`src/rtl/st7735s_spi_rx.sv`:
```
// Passive receiver for the ST7735S 4-wire serial write link. It samples SCL/SDA/D/CX/CSX in the
// i_clk domain and rebuilds bytes with their D/CX flag. Define ST7735S_SPI_RX_CMD_TRACK_EN to enable command tracking.
module st7735s_spi_rx #(
  parameter int c_SYNC_STAGES = 2,
  parameter int c_PARAM_CNT_W = 4
) (
  input  logic                     i_clk,
  input  logic                     i_nrst,
  input  logic                     i_spi_clk,
  input  logic                     i_spi_mosi,
  input  logic                     i_spi_dc,
  input  logic                     i_spi_ss,
  output logic [7:0]               o_data,
  output logic                     o_ncommand,
  output logic                     o_data_valid,
  output logic                     o_frame_err,
  output logic                     o_busy,
  output logic [7:0]               o_last_cmd,
  output logic [c_PARAM_CNT_W-1:0] o_param_idx
);

  logic [c_SYNC_STAGES-1:0] scl_sync_q, sda_sync_q, dc_sync_q, ss_sync_q;
  logic                     scl_dly_q, ss_dly_q;
  logic                     scl_s, sda_s, dc_s, ss_s;
  logic                     scl_rise_s, ss_fall_s, ss_rise_s, scl_ok_s;

  logic [2:0] bit_cnt_q, bit_cnt_d;
  logic [6:0] sr_q, sr_d;
  logic [7:0] data_q, data_d;
  logic       ncmd_q, ncmd_d;
  logic       valid_q, valid_d;
  logic       ferr_q, ferr_d;
  logic       busy_q, busy_d;

  // Synchronizer chains and edge-detect delay flops; CSX idles high.
  always_ff @(posedge i_clk or negedge i_nrst) begin
    if (!i_nrst) begin
      scl_sync_q <= {c_SYNC_STAGES{1'b0}};
      sda_sync_q <= {c_SYNC_STAGES{1'b0}};
      dc_sync_q  <= {c_SYNC_STAGES{1'b0}};
      ss_sync_q  <= {c_SYNC_STAGES{1'b1}};
      scl_dly_q  <= 1'b0;
      ss_dly_q   <= 1'b1;
    end else begin
      scl_sync_q <= {scl_sync_q[c_SYNC_STAGES-2:0], i_spi_clk};
      sda_sync_q <= {sda_sync_q[c_SYNC_STAGES-2:0], i_spi_mosi};
      dc_sync_q  <= {dc_sync_q[c_SYNC_STAGES-2:0], i_spi_dc};
      ss_sync_q  <= {ss_sync_q[c_SYNC_STAGES-2:0], i_spi_ss};
      scl_dly_q  <= scl_sync_q[c_SYNC_STAGES-1];
      ss_dly_q   <= ss_sync_q[c_SYNC_STAGES-1];
    end
  end

  assign scl_s      = scl_sync_q[c_SYNC_STAGES-1];
  assign sda_s      = sda_sync_q[c_SYNC_STAGES-1];
  assign dc_s       = dc_sync_q[c_SYNC_STAGES-1];
  assign ss_s       = ss_sync_q[c_SYNC_STAGES-1];
  assign scl_rise_s = scl_s & ~scl_dly_q;
  assign ss_fall_s  = ~ss_s & ss_dly_q;
  assign ss_rise_s  = ss_s & ~ss_dly_q;
  // In the CSX-rise cycle the bus still counts as selected, so a coincident 8th SCL rise completes its byte.
  assign scl_ok_s   = scl_rise_s & (~ss_s | ss_rise_s);

  // Bit assembly, byte completion and frame-error detection.
  always_comb begin
    bit_cnt_d = bit_cnt_q;
    sr_d      = sr_q;
    data_d    = data_q;
    ncmd_d    = ncmd_q;
    valid_d   = 1'b0;
    ferr_d    = 1'b0;
    busy_d    = ~ss_s;
    if (ss_fall_s) begin
      bit_cnt_d = 3'd0;
      sr_d      = 7'd0;
    end else if (scl_ok_s) begin
      sr_d      = {sr_q[5:0], sda_s};
      bit_cnt_d = bit_cnt_q + 3'd1;
      if (bit_cnt_q == 3'd7) begin
        data_d  = {sr_q, sda_s};
        ncmd_d  = dc_s;
        valid_d = 1'b1;
      end else begin
        valid_d = 1'b0;
      end
    end else begin
      bit_cnt_d = bit_cnt_q;
    end
    if (ss_rise_s) begin
      ferr_d    = (bit_cnt_d != 3'd0);
      bit_cnt_d = 3'd0;
      sr_d      = 7'd0;
    end else begin
      ferr_d    = 1'b0;
    end
  end

  // Receiver state and registered outputs.
  always_ff @(posedge i_clk or negedge i_nrst) begin
    if (!i_nrst) begin
      bit_cnt_q <= 3'd0;
      sr_q      <= 7'd0;
      data_q    <= 8'd0;
      ncmd_q    <= 1'b0;
      valid_q   <= 1'b0;
      ferr_q    <= 1'b0;
      busy_q    <= 1'b0;
    end else begin
      bit_cnt_q <= bit_cnt_d;
      sr_q      <= sr_d;
      data_q    <= data_d;
      ncmd_q    <= ncmd_d;
      valid_q   <= valid_d;
      ferr_q    <= ferr_d;
      busy_q    <= busy_d;
    end
  end

  assign o_data       = data_q;
  assign o_ncommand   = ncmd_q;
  assign o_data_valid = valid_q;
  assign o_frame_err  = ferr_q;
  assign o_busy       = busy_q;

`ifdef ST7735S_SPI_RX_CMD_TRACK_EN
  logic [7:0]               last_cmd_q, last_cmd_d;
  logic [c_PARAM_CNT_W-1:0] pidx_q, pidx_d;

  // Command tracking: a command resets the parameter index, data bytes advance it up to all-ones.
  always_comb begin
    last_cmd_d = last_cmd_q;
    pidx_d     = pidx_q;
    if (valid_d) begin
      if (!ncmd_d) begin
        last_cmd_d = data_d;
        pidx_d     = {c_PARAM_CNT_W{1'b0}};
      end else if (pidx_q != {c_PARAM_CNT_W{1'b1}}) begin
        pidx_d     = pidx_q + {{(c_PARAM_CNT_W-1){1'b0}}, 1'b1};
      end else begin
        pidx_d     = pidx_q;
      end
    end else begin
      last_cmd_d = last_cmd_q;
    end
  end

  // Command tracking registers.
  always_ff @(posedge i_clk or negedge i_nrst) begin
    if (!i_nrst) begin
      last_cmd_q <= 8'd0;
      pidx_q     <= {c_PARAM_CNT_W{1'b0}};
    end else begin
      last_cmd_q <= last_cmd_d;
      pidx_q     <= pidx_d;
    end
  end

  assign o_last_cmd  = last_cmd_q;
  assign o_param_idx = pidx_q;
`else
  assign o_last_cmd  = 8'd0;
  assign o_param_idx = {c_PARAM_CNT_W{1'b0}};
`endif

endmodule

```
`config.mk`:
```
export PLATFORM = sky130hd
export DESIGN_NAME = st7735s_spi_rx
export DESIGN_NICKNAME = d
export VERILOG_FILES = /design/src/rtl/st7735s_spi_rx.sv
export SDC_FILE = /design/constraint.sdc
export NUM_CORES = 1
export LEC_CHECK = 0
export CORE_AREA = 3 3 63 65
export CTS_BUF_LIST = sky130_fd_sc_hd__clkbuf_8
export DETAILED_ROUTE_END_ITERATION = 12
export DIE_AREA = 0 0 66 68
export PLACE_DENSITY = 0.63
export REMOVE_ABC_BUFFERS = 1
export SYNTH_ARGS = -nofsm -noshare
export SYNTH_HDL_FRONTEND = slang
export SYNTH_SLANG_ARGS = --single-unit
export TNS_END_PERCENT = 10
```
`constraint.sdc`:
```
create_clock -name i_clk -period 4.1 [get_ports i_clk]
set_input_delay 0.615 -clock i_clk [delete_from_list [all_inputs] [get_ports i_clk]]
set_output_delay 0.615 -clock i_clk [all_outputs]
set_load 0.005 [all_outputs]
```
== After elaboration in Yosys (flattened, before gate mapping) ==
Index checks and enable logic that the tools add are counted.

* Equal/unequal tests: 1
* $add $sub $neg: 1
* Reduce and logical (&&, ||, !) cells: 3
* Bitwise operators: 9
* Mux-type cells: 10

{| class="wikitable"
|+ Operators with widths
! cell !! count
|-
| 7-bit 2-to-1 mux || 3
|-
| 3-bit 2-to-1 mux || 3
|-
| 3-bit nonzero test || 2
|-
| 1-bit bitwise AND || 4
|-
| 1-bit 2-to-1 mux || 4
|-
| 1-bit NOT || 4
|-
| 3-bit by 1-bit adder with 3-bit output (second input constant) || 1
|-
| 3-bit equality test (second input constant) || 1
|-
| 3-bit AND reduction || 1
|-
| 1-bit bitwise OR || 1
|}

* Logic and storage cells: 37
* Input bits: 6
* Register bits after elaboration: 32
* Output and inout bits: 24

== Logic depth before layout (Yosys ltp) ==
* Word-level depth: 8
* Depth in mapped cells: 5
* Depth with buffers taken out: 5

== Worst setup path after synthesis ==
OpenSTA, ideal clock, no wires.

* Path kind: register to register
* Start: register ss_sync_q[1]
* End: register data_q[0], in the netlist o_data[0]
* Cell stages (with the launch flop): 6
* Data arrival time: 1436 ps
* Data required time: 3975 ps
* Period minus slack after synthesis: 1562 ps
* Path buffers: 1
* Path slack: 2538 ps
* Library setup time: 125 ps
* Path through: dfstp_2 > inv_1 > ha_1 > nand3b_1 > buf_6 > mux2_4

* Word-level cells in the longest chain between the ends: 4
* Elaborated cells on any way between the ends: 7
* Classes of those cells: 6 x bitwise; 1 x reduce/logical

{| class="wikitable"
|+ Ends and longest elaborated chain
! what !! RTL line !! source
|-
| start: declaration || 22 || <nowiki>logic [c_SYNC_STAGES-1:0] scl_sync_q, sda_sync_q, dc_sync_q, ss_sync_q;</nowiki>
|-
| start signal: assignment || 41 || <nowiki>ss_sync_q <= {c_SYNC_STAGES{1'b1}};</nowiki>
|-
| start signal: assignment || 48 || <nowiki>ss_sync_q <= {ss_sync_q[c_SYNC_STAGES-2:0], i_spi_ss};</nowiki>
|-
| 1-bit NOT (*) || -- ||
|-
| net busy_d || 33 || <nowiki>logic busy_q, busy_d;</nowiki>
|-
| 1-bit bitwise OR / 1-bit bitwise AND (equally long branches) || 62, 59 ||
|-
| 1-bit bitwise AND / 1-bit NOT (equally long branches) || -- ||
|-
| 3-bit AND reduction (no source line) (*) || -- ||
|-
| end signal: assignment || 111 || <nowiki>data_q <= data_d;</nowiki>
|-
| end: declaration || 29 || <nowiki>logic [7:0] data_q, data_d;</nowiki>
|}

The timed path passes the listed nets; every way through them passes the cells marked *.
A chain may end at the register's enable or synchronous reset.

== Worst setup path after layout ==
* Start: register ss_sync_q[1]
* End: register ncmd_q, in the netlist o_ncommand

* Word-level cells in the longest chain between the ends: 4
* Elaborated cells on any way between the ends: 7
* Classes of those cells: 6 x bitwise; 1 x reduce/logical

{| class="wikitable"
|+ Ends and longest elaborated chain
! what !! RTL line !! source
|-
| 1-bit NOT (*) || -- ||
|-
| net busy_d || 33 ||
|-
| 1-bit bitwise OR / 1-bit bitwise AND (equally long branches) || 62, 59 ||
|-
| 1-bit bitwise AND / 1-bit NOT (equally long branches) || -- ||
|-
| 3-bit AND reduction (no source line) (*) || -- ||
|-
| end signal: assignment || 112 || <nowiki>ncmd_q <= ncmd_d;</nowiki>
|-
| end: declaration || 30 || <nowiki>logic ncmd_q, ncmd_d;</nowiki>
|}

Marked as above.

==> results.md <==
* Pleak at 0.0007879 uW
* Worst Tran Pin Value at 677.2 ps
* Worst setup margin at 2079 ps
* Syn_area_per_cell at ~13 um2
* Via Count at 765
* Worst-Skew Late Latency at ~290 ps
* Most common cell in the synthesized netlist: dfrtp_1
* CP required at 4270 ps
* Slowest stage delay, CP at 570 ps
* Hold_buf cts at 0
* GRT overflow at 0
* CP Capture Type: register
* Area grow syn2layout at 20.15%
* RSZ-0062 raised after global routing: no
* Post-CTS setup buffer count at 0
* Port Buffer Count at 17
* Reg-to-reg startpoint: ss_sync_q[1]
* Crit share post-route at 49.30%
* Core ar. at 0.003390 mm2
* Routed WL at ~2.1 mm
* Via/cell ratio at 4.554
* Min-Delay Path Class: register to register
* Clk pwr share at 43.5%
* Pwr dens at 419.0 mW/mm2
* Die width at 66 um
* Yosys cell types at 23
* Initial Util at roughly two fifths
* Seq pwr share at 50.0%
* Remaining antenna violation count at 0
* Final hold violations at 0
* Largest net degree at the start of global routing at 33
* CP startpoint: ss_sync_q[1]
* CTS root buf: clkbuf_8
* Max Clk Rate at 494.8 MHz
* Pre-antenna DRT Iters at 4
* Filler cells at 303
* Slowest CP cell: nand3b_1
* P_int at 528.2 uW
* Switching Power at between 150 and 200 uW
* Area leader, netlist: dfrtp_1
* Slew headroom at 54.72%
* Seq cells post-synth at 32
* CP top delay family: simple AND/OR/NAND/NOR gates
* Die H at 68 um
* Layout cells sized above 1 at 20.49%
* Hold Crit Depth at 0
* Worst R2R Setup Slack at 2080 ps
* Diodes inserted at 0
* DR WL/cell at 12.67 um
* I/O pin total at 30
* Cells resized by post-CTS repair at 0
* Crit path launch type: register
* Crit path depth at 4
* Initial antenna violation count at 0
* Worst path cell trace: inv_1, ha_1, nand3b_1, mux2_4
* Yosys synthesis warning count at 0
* Num rows at 21
* Outcome: completed
* Sequential share of the synthesized area at 59.70%
* Crit Path Max Fanout at 10
* Critical path buffers and inverters at 1
* Detailed Route Iter0 Violations at 24
* NumNets Final at 132
* Combinational Power Share at 6.5%
* Placer Congestion at 0.7439
* Commonest cells post-synth: dfrtp_1 (29), buf_4 (12), mux2_4 (9)
* Max Clock Skew at 7.195 ps
* CTS Sinks at 32
* Drt drc at 0
* Detailed Place HPWL at roughly 1.5 mm
* TritonCTS buffer count at 5
* H-tree levels at 2
* CTS tree: yes
* CP Class: register to register
* Tmin final at 2021 ps
* Mapped Area at about 0.0013 mm2
* Final setup violation count at 0
* R2R depth at 4
* Switching share of power at 22.13%
* Ranking of synthesized cells by area: dfrtp_1 (54%), mux2_4 (10%), buf_4 (6.7%)
* Share of the synthesized area in the top cell type at 53.85%
* Worst hold slack at 348.0 ps
* Crit Reg-Reg Endpoint: o_ncommand
* Synth Flop Type: dfrtp_1
* Clk buf depth at 2
* Asr flop ratio synth at 100.0%
* Fin. max-slew vios at 0
* Arrival @ worst endpoint at 2190 ps
* Post-route setup TNS at 0 ps
* GRT Total Usage at 11.37%
* Die area at 0.004488 mm2
* Pre-CTS setup slack at 2030 ps
* Register clock-pin slew on the reported worst setup and hold paths at 60 ps
* Vias in the first global route at 742
* Critical hold path startpoint: sda_sync_q[0]
* Post-Syn Instances at 100
* Number of synthesized flops with an enable pin at 0
* CP endpoint: o_ncommand
* Max VDD drop at 279.9 uV
* First-pass GRT wire length at 3.615 mm
* Max Cap Viol at 0
[cells by family after synthesis]
kind of cell    share of synthesized area (%)
compound gates                          2.600
simple gates                            11.14
fa+ha+maj                               4.643
mux                                     11.51
xor+xnor                               0.6501
other cells                            0.2783
buf+inv                                 9.471
flops                                   59.70
[layer usage]
layer	routed length, um	part of all wire, %	track usage [%]	vias to the layer above
met4	57	2.7	7.614	0
met5	0	0	0	-
met1	958	45	14.33	370
met2	944	44	16.15	34
li1	-	-	-	354
met3	167	7.8	4.433	7
[placed cells by master, fill, tap and decap left out]
master,count
and2_4,1
buf_4,1
bufinv_16,1
clkbuf_8,5
clkdlybuf4s50_1,17
clkinv_2,1
clkinvlp_4,1
conb_1,12
dfrtp_1,29
dfstp_2,3
ha_1,5
inv_1,3
mux2_4,9
mux2i_1,2
nand2_1,7
nand3_1,7
nand3b_1,1
nor2_1,1
nor3_1,3
nor3b_2,1
nor4_1,1
nor4b_1,1
nor4b_2,1
o21ai_0,7
or3b_4,1
xnor2_1,1
[area by class of cell]
cell class / instances / area [um2] / share of cell area (%)
clock buffer: 5 / 68.82 / 4.250
clock inverter: 3 / 42.54 / 2.628
inverter: 3 / 11.26 / 0.6955
multi-input combinational: 61 / 456.7 / 28.21
sequential: 32 / 804.5 / 49.69
tap: 46 / 57.56 / 3.555
timing repair buffer: 18 / 177.7 / 10.97
[state kept, by name, summed over array words and instances, names as in the netlist, 2 cells and up]
name	cells
o_data	8
scl_sync_q	2
sda_sync_q	2
dc_sync_q	2
bit_cnt_q	3
sr_q	7
ss_sync_q	2
[worst min-delay path by stage]
stage | to | slack [ps]
finish | sda_sync_q[1] | 350
CTS | sda_sync_q[1] | 350
global placement | sda_sync_q[1] | 340
floorplan | bit_cnt_q[0] | 320
detailed placement | dc_sync_q[1] | 340
global route | sda_sync_q[1] | 350
[per-stage QoR]
stage / utilization (%) / total power, uW / instances / area (um2)
after floorplan: - / 367.5 / 96 / 1272
final: 47.77 / 678.3 / 168 / 1619
after global placement: 44.48 / 386.8 / 160 / 1508
after CTS: 47.77 / 688.3 / 168 / 1619
after global routing: 47.77 / 710.9 / 168 / 1619
after detailed placement: 44.48 / 389.5 / 160 / 1508
[power groups by stage]
stage / sequential [uW] / combinational (uW) / clock, uW
floorplan: 342 / 25.2 / 0
global placement: 344 / 42.9 / 0
detailed placement: 345 / 44.7 / 0
CTS: 339 / 45.0 / 304
global route: 341 / 51.5 / 319
finish: 339 / 44.3 / 295
(Power assumes the default switching activity.)
